<file path="config.mk">
export PLATFORM = sky130hd
export DESIGN_NAME = ncc_peak_tracker_flat
export DESIGN_NICKNAME = d
export VERILOG_FILES = /design/src/rtl/ncc_pkg.sv /design/src/rtl/ncc_peak_tracker_if.sv /design/src/rtl/ncc_row_sum_tree.sv /design/src/rtl/ncc_peak_tracker.sv /design/src/flat_wrapper.sv
export SDC_FILE = /design/constraint.sdc
export NUM_CORES = 1
export LEC_CHECK = 0
export ABC_AREA = 1
export BUFFER_PORTS_ARGS = -buffer_cell sky130_fd_sc_hd__buf_2
export CAP_MARGIN = 20
export CORE_ASPECT_RATIO = 0.6
export CORE_MARGIN = 3
export CORE_UTILIZATION = 52
export DETAILED_ROUTE_END_ITERATION = 10
export PLACE_DENSITY_LB_ADDON = 0.2
export SYNTH_ARGS = -nofsm -noshare
export SYNTH_HDL_FRONTEND = slang
export SYNTH_SLANG_ARGS = --single-unit
</file>
<file path="constraint.sdc">
create_clock -name clk -period 10.5 [get_ports clk]
set_input_delay 0.525 -clock clk [delete_from_list [all_inputs] [get_ports clk]]
set_output_delay 0.525 -clock clk [all_outputs]
set_load 0.005 [all_outputs]
</file>
<file path="src/rtl/ncc_pkg.sv">
// Shared types and constants for the NCC peak tracker: row/score widths,
// the tracker state enum and the most-negative score used to seed the search.
package ncc_pkg;
   localparam int NUM_ROWS = 16;
   localparam int ACC_W    = 32;
   localparam int SCORE_W  = ACC_W + $clog2(NUM_ROWS);

   typedef logic signed [ACC_W-1:0]   acc_t;
   typedef logic signed [SCORE_W-1:0] score_t;

   typedef enum logic [1:0] {IDLE, SCAN, DRAIN, DONE} peak_state_t;

   localparam score_t SCORE_MIN = {1'b1, {(SCORE_W-1){1'b0}}};

   function automatic score_t sext(input acc_t v);
      return {{(SCORE_W-ACC_W){v[ACC_W-1]}}, v};
   endfunction
endpackage

</file>
<file path="src/rtl/ncc_peak_tracker_if.sv">
// Row-total input stream and result handshake of the NCC peak tracker.
// second_score exists only when NCC_PEAK_SECOND_EN is defined.
interface ncc_peak_tracker_if
   import ncc_pkg::*;
#(
   parameter int SEARCH_W = 16,
   parameter int SEARCH_H = 16
);
   localparam int XW = $clog2(SEARCH_W);
   localparam int YW = $clog2(SEARCH_H);

   logic                           start;
   logic                           row_valid;
   logic                           row_ready;
   logic [NUM_ROWS-1:0][ACC_W-1:0] row_total;
   logic                           result_valid;
   logic                           result_ready;
   score_t                         best_score;
   logic [XW-1:0]                  best_x;
   logic [YW-1:0]                  best_y;
`ifdef NCC_PEAK_SECOND_EN
   score_t                         second_score;

   modport master (output start, row_valid, row_total, result_ready,
                   input  row_ready, result_valid, best_score, best_x, best_y, second_score);
   modport slave  (input  start, row_valid, row_total, result_ready,
                   output row_ready, result_valid, best_score, best_x, best_y, second_score);
`else
   modport master (output start, row_valid, row_total, result_ready,
                   input  row_ready, result_valid, best_score, best_x, best_y);
   modport slave  (input  start, row_valid, row_total, result_ready,
                   output row_ready, result_valid, best_score, best_x, best_y);
`endif
endinterface

</file>
<file path="src/rtl/ncc_row_sum_tree.sv">
// Two-stage pipelined reduction of the per-row totals to one patch score,
// carrying the beat's valid and x/y offset alongside the data.
module ncc_row_sum_tree
   import ncc_pkg::*;
#(
   parameter int XW = 4,
   parameter int YW = 4
) (
   input  logic                           clk,
   input  logic                           rst,
   input  logic                           in_valid,
   input  logic [XW-1:0]                  in_x,
   input  logic [YW-1:0]                  in_y,
   input  logic [NUM_ROWS-1:0][ACC_W-1:0] in_rows,
   output logic                           out_valid,
   output logic [XW-1:0]                  out_x,
   output logic [YW-1:0]                  out_y,
   output score_t                         out_score
);
   localparam int GROUPS = NUM_ROWS / 4;

   score_t        part_d [GROUPS];
   score_t        part_q [GROUPS];
   score_t        total_d;
   logic          s1_valid;
   logic [XW-1:0] s1_x;
   logic [YW-1:0] s1_y;

   // Stage 1 operands: groups of four rows, widened before adding.
   always_comb begin
      for (int g = 0; g < GROUPS; g++) begin
         part_d[g] = '0;
         for (int r = 0; r < 4; r++) begin
            part_d[g] = part_d[g] + sext(acc_t'(in_rows[g*4+r]));
         end
      end
   end

   always_comb begin
      total_d = '0;
      for (int g = 0; g < GROUPS; g++) begin
         total_d = total_d + part_q[g];
      end
   end

   always_ff @(posedge clk or posedge rst) begin
      if (rst) begin
         s1_valid <= 1'b0;
         s1_x     <= '0;
         s1_y     <= '0;
         for (int g = 0; g < GROUPS; g++) part_q[g] <= '0;
      end else begin
         s1_valid <= in_valid;
         s1_x     <= in_x;
         s1_y     <= in_y;
         for (int g = 0; g < GROUPS; g++) part_q[g] <= part_d[g];
      end
   end

   always_ff @(posedge clk or posedge rst) begin
      if (rst) begin
         out_valid <= 1'b0;
         out_x     <= '0;
         out_y     <= '0;
         out_score <= '0;
      end else begin
         out_valid <= s1_valid;
         out_x     <= s1_x;
         out_y     <= s1_y;
         out_score <= total_d;
      end
   end
endmodule

</file>
<file path="src/rtl/ncc_peak_tracker.sv">
// Raster-scan peak tracker: sums row totals per window position and keeps the
// earliest maximum score. Define NCC_PEAK_SECOND_EN to also track the runner-up.
module ncc_peak_tracker
   import ncc_pkg::*;
#(
   parameter int SEARCH_W = 16,
   parameter int SEARCH_H = 16
) (
   input logic              clk,
   input logic              rst,
   ncc_peak_tracker_if.slave bus
);
   localparam int XW = $clog2(SEARCH_W);
   localparam int YW = $clog2(SEARCH_H);
   localparam logic [XW-1:0] X_LAST = XW'(SEARCH_W - 1);
   localparam logic [YW-1:0] Y_LAST = YW'(SEARCH_H - 1);

   peak_state_t   state;
   logic [XW-1:0] x_cnt;
   logic [YW-1:0] y_cnt;
   logic          drain_cnt;
   logic          result_valid_q;
   logic          accept;

   logic          sum_valid;
   logic [XW-1:0] sum_x;
   logic [YW-1:0] sum_y;
   score_t        sum_score;

   score_t        best_q;
   logic [XW-1:0] best_x_q;
   logic [YW-1:0] best_y_q;

   assign bus.row_ready    = (state == SCAN);
   assign accept           = bus.row_valid && (state == SCAN);
   assign bus.result_valid = result_valid_q;
   assign bus.best_score   = best_q;
   assign bus.best_x       = best_x_q;
   assign bus.best_y       = best_y_q;

   ncc_row_sum_tree #(.XW(XW), .YW(YW)) u_tree (
      .clk       (clk),
      .rst       (rst),
      .in_valid  (accept),
      .in_x      (x_cnt),
      .in_y      (y_cnt),
      .in_rows   (bus.row_total),
      .out_valid (sum_valid),
      .out_x     (sum_x),
      .out_y     (sum_y),
      .out_score (sum_score)
   );

   // DRAIN lasts exactly the tree latency so the final compare lands as DONE begins.
   always_ff @(posedge clk or posedge rst) begin
      if (rst) begin
         state          <= IDLE;
         x_cnt          <= '0;
         y_cnt          <= '0;
         drain_cnt      <= 1'b0;
         result_valid_q <= 1'b0;
      end else begin
         case (state)
            IDLE: begin
               if (bus.start) begin
                  state <= SCAN;
                  x_cnt <= '0;
                  y_cnt <= '0;
               end
            end
            SCAN: begin
               if (accept) begin
                  if (x_cnt == X_LAST) begin
                     x_cnt <= '0;
                     if (y_cnt == Y_LAST) begin
                        y_cnt     <= '0;
                        drain_cnt <= 1'b0;
                        state     <= DRAIN;
                     end else begin
                        y_cnt <= y_cnt + 1'b1;
                     end
                  end else begin
                     x_cnt <= x_cnt + 1'b1;
                  end
               end
            end
            DRAIN: begin
               if (drain_cnt) begin
                  state          <= DONE;
                  result_valid_q <= 1'b1;
               end else begin
                  drain_cnt <= 1'b1;
               end
            end
            DONE: begin
               if (bus.result_ready) begin
                  state          <= IDLE;
                  result_valid_q <= 1'b0;
               end
            end
            default: state <= IDLE;
         endcase
      end
   end

`ifdef NCC_PEAK_SECOND_EN
   score_t second_q;
   assign bus.second_score = second_q;
`endif

   // Strictly-greater replacement keeps the earliest position on ties.
   always_ff @(posedge clk or posedge rst) begin
      if (rst) begin
         best_q   <= '0;
         best_x_q <= '0;
         best_y_q <= '0;
`ifdef NCC_PEAK_SECOND_EN
         second_q <= '0;
`endif
      end else if (state == IDLE && bus.start) begin
         best_q   <= SCORE_MIN;
         best_x_q <= '0;
         best_y_q <= '0;
`ifdef NCC_PEAK_SECOND_EN
         second_q <= SCORE_MIN;
`endif
      end else if (sum_valid) begin
         if (sum_score > best_q) begin
            best_q   <= sum_score;
            best_x_q <= sum_x;
            best_y_q <= sum_y;
`ifdef NCC_PEAK_SECOND_EN
            second_q <= best_q;
         end else if (sum_score > second_q) begin
            second_q <= sum_score;
`endif
         end
      end
   end
endmodule

</file>
<file path="src/flat_wrapper.sv">
// flat-port wrapper written by rule: the top's interface ports become plain ports
module ncc_peak_tracker_flat import ncc_pkg::*;
#(
   parameter int SEARCH_W = 16,
   parameter int SEARCH_H = 16
)
  (clk, rst, bus_start, bus_row_valid, bus_row_total, bus_result_ready, bus_row_ready, bus_result_valid, bus_best_score, bus_best_x, bus_best_y);
  ncc_peak_tracker_if #(.SEARCH_W(SEARCH_W), .SEARCH_H(SEARCH_H)) bus_i ();
  input logic clk;
  input logic rst;
  input wire logic [$bits(bus_i.start)-1:0] bus_start;
  input wire logic [$bits(bus_i.row_valid)-1:0] bus_row_valid;
  input wire logic [$bits(bus_i.row_total)-1:0] bus_row_total;
  input wire logic [$bits(bus_i.result_ready)-1:0] bus_result_ready;
  output wire logic [$bits(bus_i.row_ready)-1:0] bus_row_ready;
  output wire logic [$bits(bus_i.result_valid)-1:0] bus_result_valid;
  output wire logic [$bits(bus_i.best_score)-1:0] bus_best_score;
  output wire logic [$bits(bus_i.best_x)-1:0] bus_best_x;
  output wire logic [$bits(bus_i.best_y)-1:0] bus_best_y;
  assign bus_i.start = bus_start;
  assign bus_i.row_valid = bus_row_valid;
  assign bus_i.row_total = bus_row_total;
  assign bus_i.result_ready = bus_result_ready;
  assign bus_row_ready = bus_i.row_ready;
  assign bus_result_valid = bus_i.result_valid;
  assign bus_best_score = bus_i.best_score;
  assign bus_best_x = bus_i.best_x;
  assign bus_best_y = bus_i.best_y;
  ncc_peak_tracker #(.SEARCH_W(SEARCH_W), .SEARCH_H(SEARCH_H)) u_core (.clk(clk), .rst(rst), .bus(bus_i));
endmodule
</file>
==> flow_metrics.tcl <==
set metrics [dict create \
    critPathKind "flip-flop to flip-flop" \
    fin_area_mm2 0.0327 \
    drt_iter0_drc 2426 \
    synth_top_area_share_pct 23.4 \
    ys_warn_count 0 \
    slew_headroom_pct 29.3 \
    io_buffers 562 \
    cp-startpoint "u_core.u_tree.part_q[76]" \
    cts_max_path_buffers 3 \
    syn_to_final_growth_pct 15.8 \
    hold_violations 0 \
    wirelength_um 78900 \
    post-route-min-period_ns 3.68 \
    rows 65 \
    synth_fp_nets 4713 \
    diodes 0 \
    cp-start-kind "flip-flop" \
    syn_area_per_cell_um2 7.73 \
    layout-drive-gt1-share_pct 14.6 \
    synth_edf_count 0 \
    setup_viol 0 \
    ys_async_sr_fraction_pct 100 \
    r2r-end "u_core.u_tree.out_score[22]" \
    vias_per_cell 4.97 \
    grt-ovfl-total 0 \
    path_clk_slew_ns 0.08 \
    finish.net_count 5287 \
    tns_ns 0 \
    drtPass1Iterations 6 \
    placed_cells 4904 \
    cts_tree "yes" \
    initial_core_util_pct 53.2 \
    cts_buffers 24 \
    postCtsSetupRepairBufs 0 \
    grt_pass1_wl_um 126000 \
    grt_max_degree 115 \
    io_pins 563 \
    grt_usage_pct 27.6 \
    dpl-instance-area_mm2 0.0318 \
    cp.required_ns 10.90 \
    rsz0062_at_grt "false" \
    synth_common_cells "inv_1, nand2_1, fa_1" \
    synth_top_cell_by_area "fa_1" \
    cts_resized 0 \
    dp_hpwl_um 69500 \
    worstPathMaxFanout 5 \
    status "completed" \
    drc 0 \
    hold_buffers 0 \
    die_area_mm2 0.0572 \
    synth_cells 3653 \
    synthTopCellsByArea "fa_1, dfrtp_1, inv_1" \
    hold_class "input port to async pin" \
    synth.distinct_cells 44 \
    crit-reg2reg-launch "u_core.u_tree.part_q[76]" \
    antenna_found_initial 1 \
    max_cap_violations 0 \
    clkLatencyLatePin_ns 0.54 \
    wl_per_cell_um 16.0 \
    root_buffer "clkbuf_16" \
    grt_pass1_vias 23932 \
    vias 24597 \
    arrival_ns 4.08 \
    fin_cells 4946 \
    die_w_um 307 \
    worst_clock_skew_ns 0.0253 \
    ys.flop_type "dfrtp_1" \
    r2r_slack_ns 6.82 \
    ff2ff_path_depth 11 \
    finalWeightedCongestion 0.974 \
    numClockSinks 250 \
    core-area_mm2 0.0531 \
    cts_htree_levels 1 \
    ant_nets 0 \
    synth_area_mm2 0.0282 \
    tightest_slew_ns 1.06 \
    die_h_um 186 \
    seq_area_frac_synth_pct 22.2 \
    min_period_over_period_pct 35.0 \
    clock.fmax_mhz 272 \
    ys_seq_elements 250 \
    cp-endpoint "u_core.u_tree.out_score[22]" \
    critPathCaptureType "flip-flop" \
    synth.most_common_cell "inv_1" \
    fin_util_pct 61.6 \
    slew_viol_final 0 \
]
metal layers:
metal	wire, um	vias to the layer above	track usage, %
li1	-	12027	-
met1	38200	11584	44.0
met2	33500	936	41.0
met3	6690	50	4.61
met4	605	0	2.08
met5	0	-	0
cell families (layout without fill, tap and decap cells):
family                   Yosys count  count (layout)  synth area share, %
XOR/XNOR                         124             124                 3.85
AND/OR/NAND/NOR                 1039            1039                 15.1
adder cells (fa/ha/maj)          543             543                 32.8
flip-flops                       250             250                 22.2
buffers and inverters           1204            1794                 16.3
AO/OA/AOI/OAI                    493             493                 9.75
per-stage QoR:
step	setup slack (ns)	hold WS [ns]
6_report	6.82	0.140
5_1_grt	6.64	0.201
4_1_cts	6.96	0.171
3_5_place_dp	6.53	0.335
3_3_place_gp	6.63	0.332
2_1_floorplan	3.10	0.331
worst min-delay path by stage:
stage                                  end  cells past startpoint                   start  slack [ns]
6_report       u_core.u_tree.out_score[10]                      2                     rst        0.14
3_5_place_dp       u_core.u_tree.out_valid                      0  u_core.u_tree.s1_valid        0.33
5_1_grt           u_core.bus.best_score[9]                      2                     rst        0.20
2_1_floorplan      u_core.u_tree.out_valid                      0  u_core.u_tree.s1_valid        0.33
4_1_cts           u_core.bus.best_score[9]                      2                     rst        0.17
3_3_place_gp        u_core.u_tree.out_y[0]                      0   u_core.u_tree.s1_y[0]        0.33
area by class of cell:
class / count / area (um2)
Timing Repair Buffer: 565 / 2840
Fill cell: 4999 / 20400
Multi-Input combinational cell: 2199 / 17400
Clock buffer: 32 / 712
Clock inverter: 10 / 159
Inverter: 1187 / 4460
Tap cell: 703 / 880
Sequential cell: 250 / 6260
critical path: stages (launching register included):
cell	delay [ns]
dfrtp_1	0.39
inv_1	0.13
fa_1	0.46
fa_1	0.49
inv_1	0.04
ha_1	0.36
nand2_1	0.13
o21ai_0	0.31
nor2_1	0.15
o21ai_0	0.57
a21oi_1	0.18
xnor2_1	0.34
cells in the final DEF, fill, tap and decap left out, drive strengths merged:
cell | Yosys | layout
and3 | 2 | 2
buf | 14 | 565
a21oi | 229 | 229
o21bai | 19 | 19
o21ai | 151 | 151
xor2 | 80 | 80
a21o | 28 | 28
or2 | 1 | 1
o21a | 19 | 19
a21boi | 4 | 4
nand4 | 20 | 20
o221ai | 1 | 1
a31o | 3 | 3
o211ai | 8 | 8
dfrtp | 250 | 250
clkinvlp | 0 | 1
clkbuf | 3 | 32
o22ai | 1 | 1
nand2 | 542 | 542
clkinv | 1 | 5
nor3b | 1 | 1
o31ai | 1 | 1
a31oi | 19 | 19
xnor2 | 44 | 44
ha | 213 | 213
nor4 | 6 | 6
nand3 | 182 | 182
and2b | 1 | 1
inv | 1186 | 1187
a32o | 2 | 2
o2111ai | 6 | 6
nor4b | 1 | 1
a22oi | 2 | 2
nor3 | 31 | 31
bufinv | 0 | 4
fa | 330 | 330
nor2 | 252 | 252
registers in the layout (all words and copies together) (netlist names):
register / cells
u_core.x_cnt: 4
u_core.state: 2
u_core.u_tree.s1_y: 4
u_core.bus.best_y: 4
u_core.u_tree.out_y: 4
u_core.bus.best_x: 4
u_core.u_tree.s1_valid: 1
u_core.u_tree.part_q: 140
u_core.bus.best_score: 36
u_core.bus.result_valid: 1
u_core.u_tree.out_score: 36
u_core.u_tree.s1_x: 4
u_core.u_tree.out_valid: 1
u_core.u_tree.out_x: 4
u_core.y_cnt: 4
u_core.drain_cnt: 1
Power is left out: the tool's default activity adds up to more than one toggle a clock period on the data nets, which glitch-free logic cannot reach.
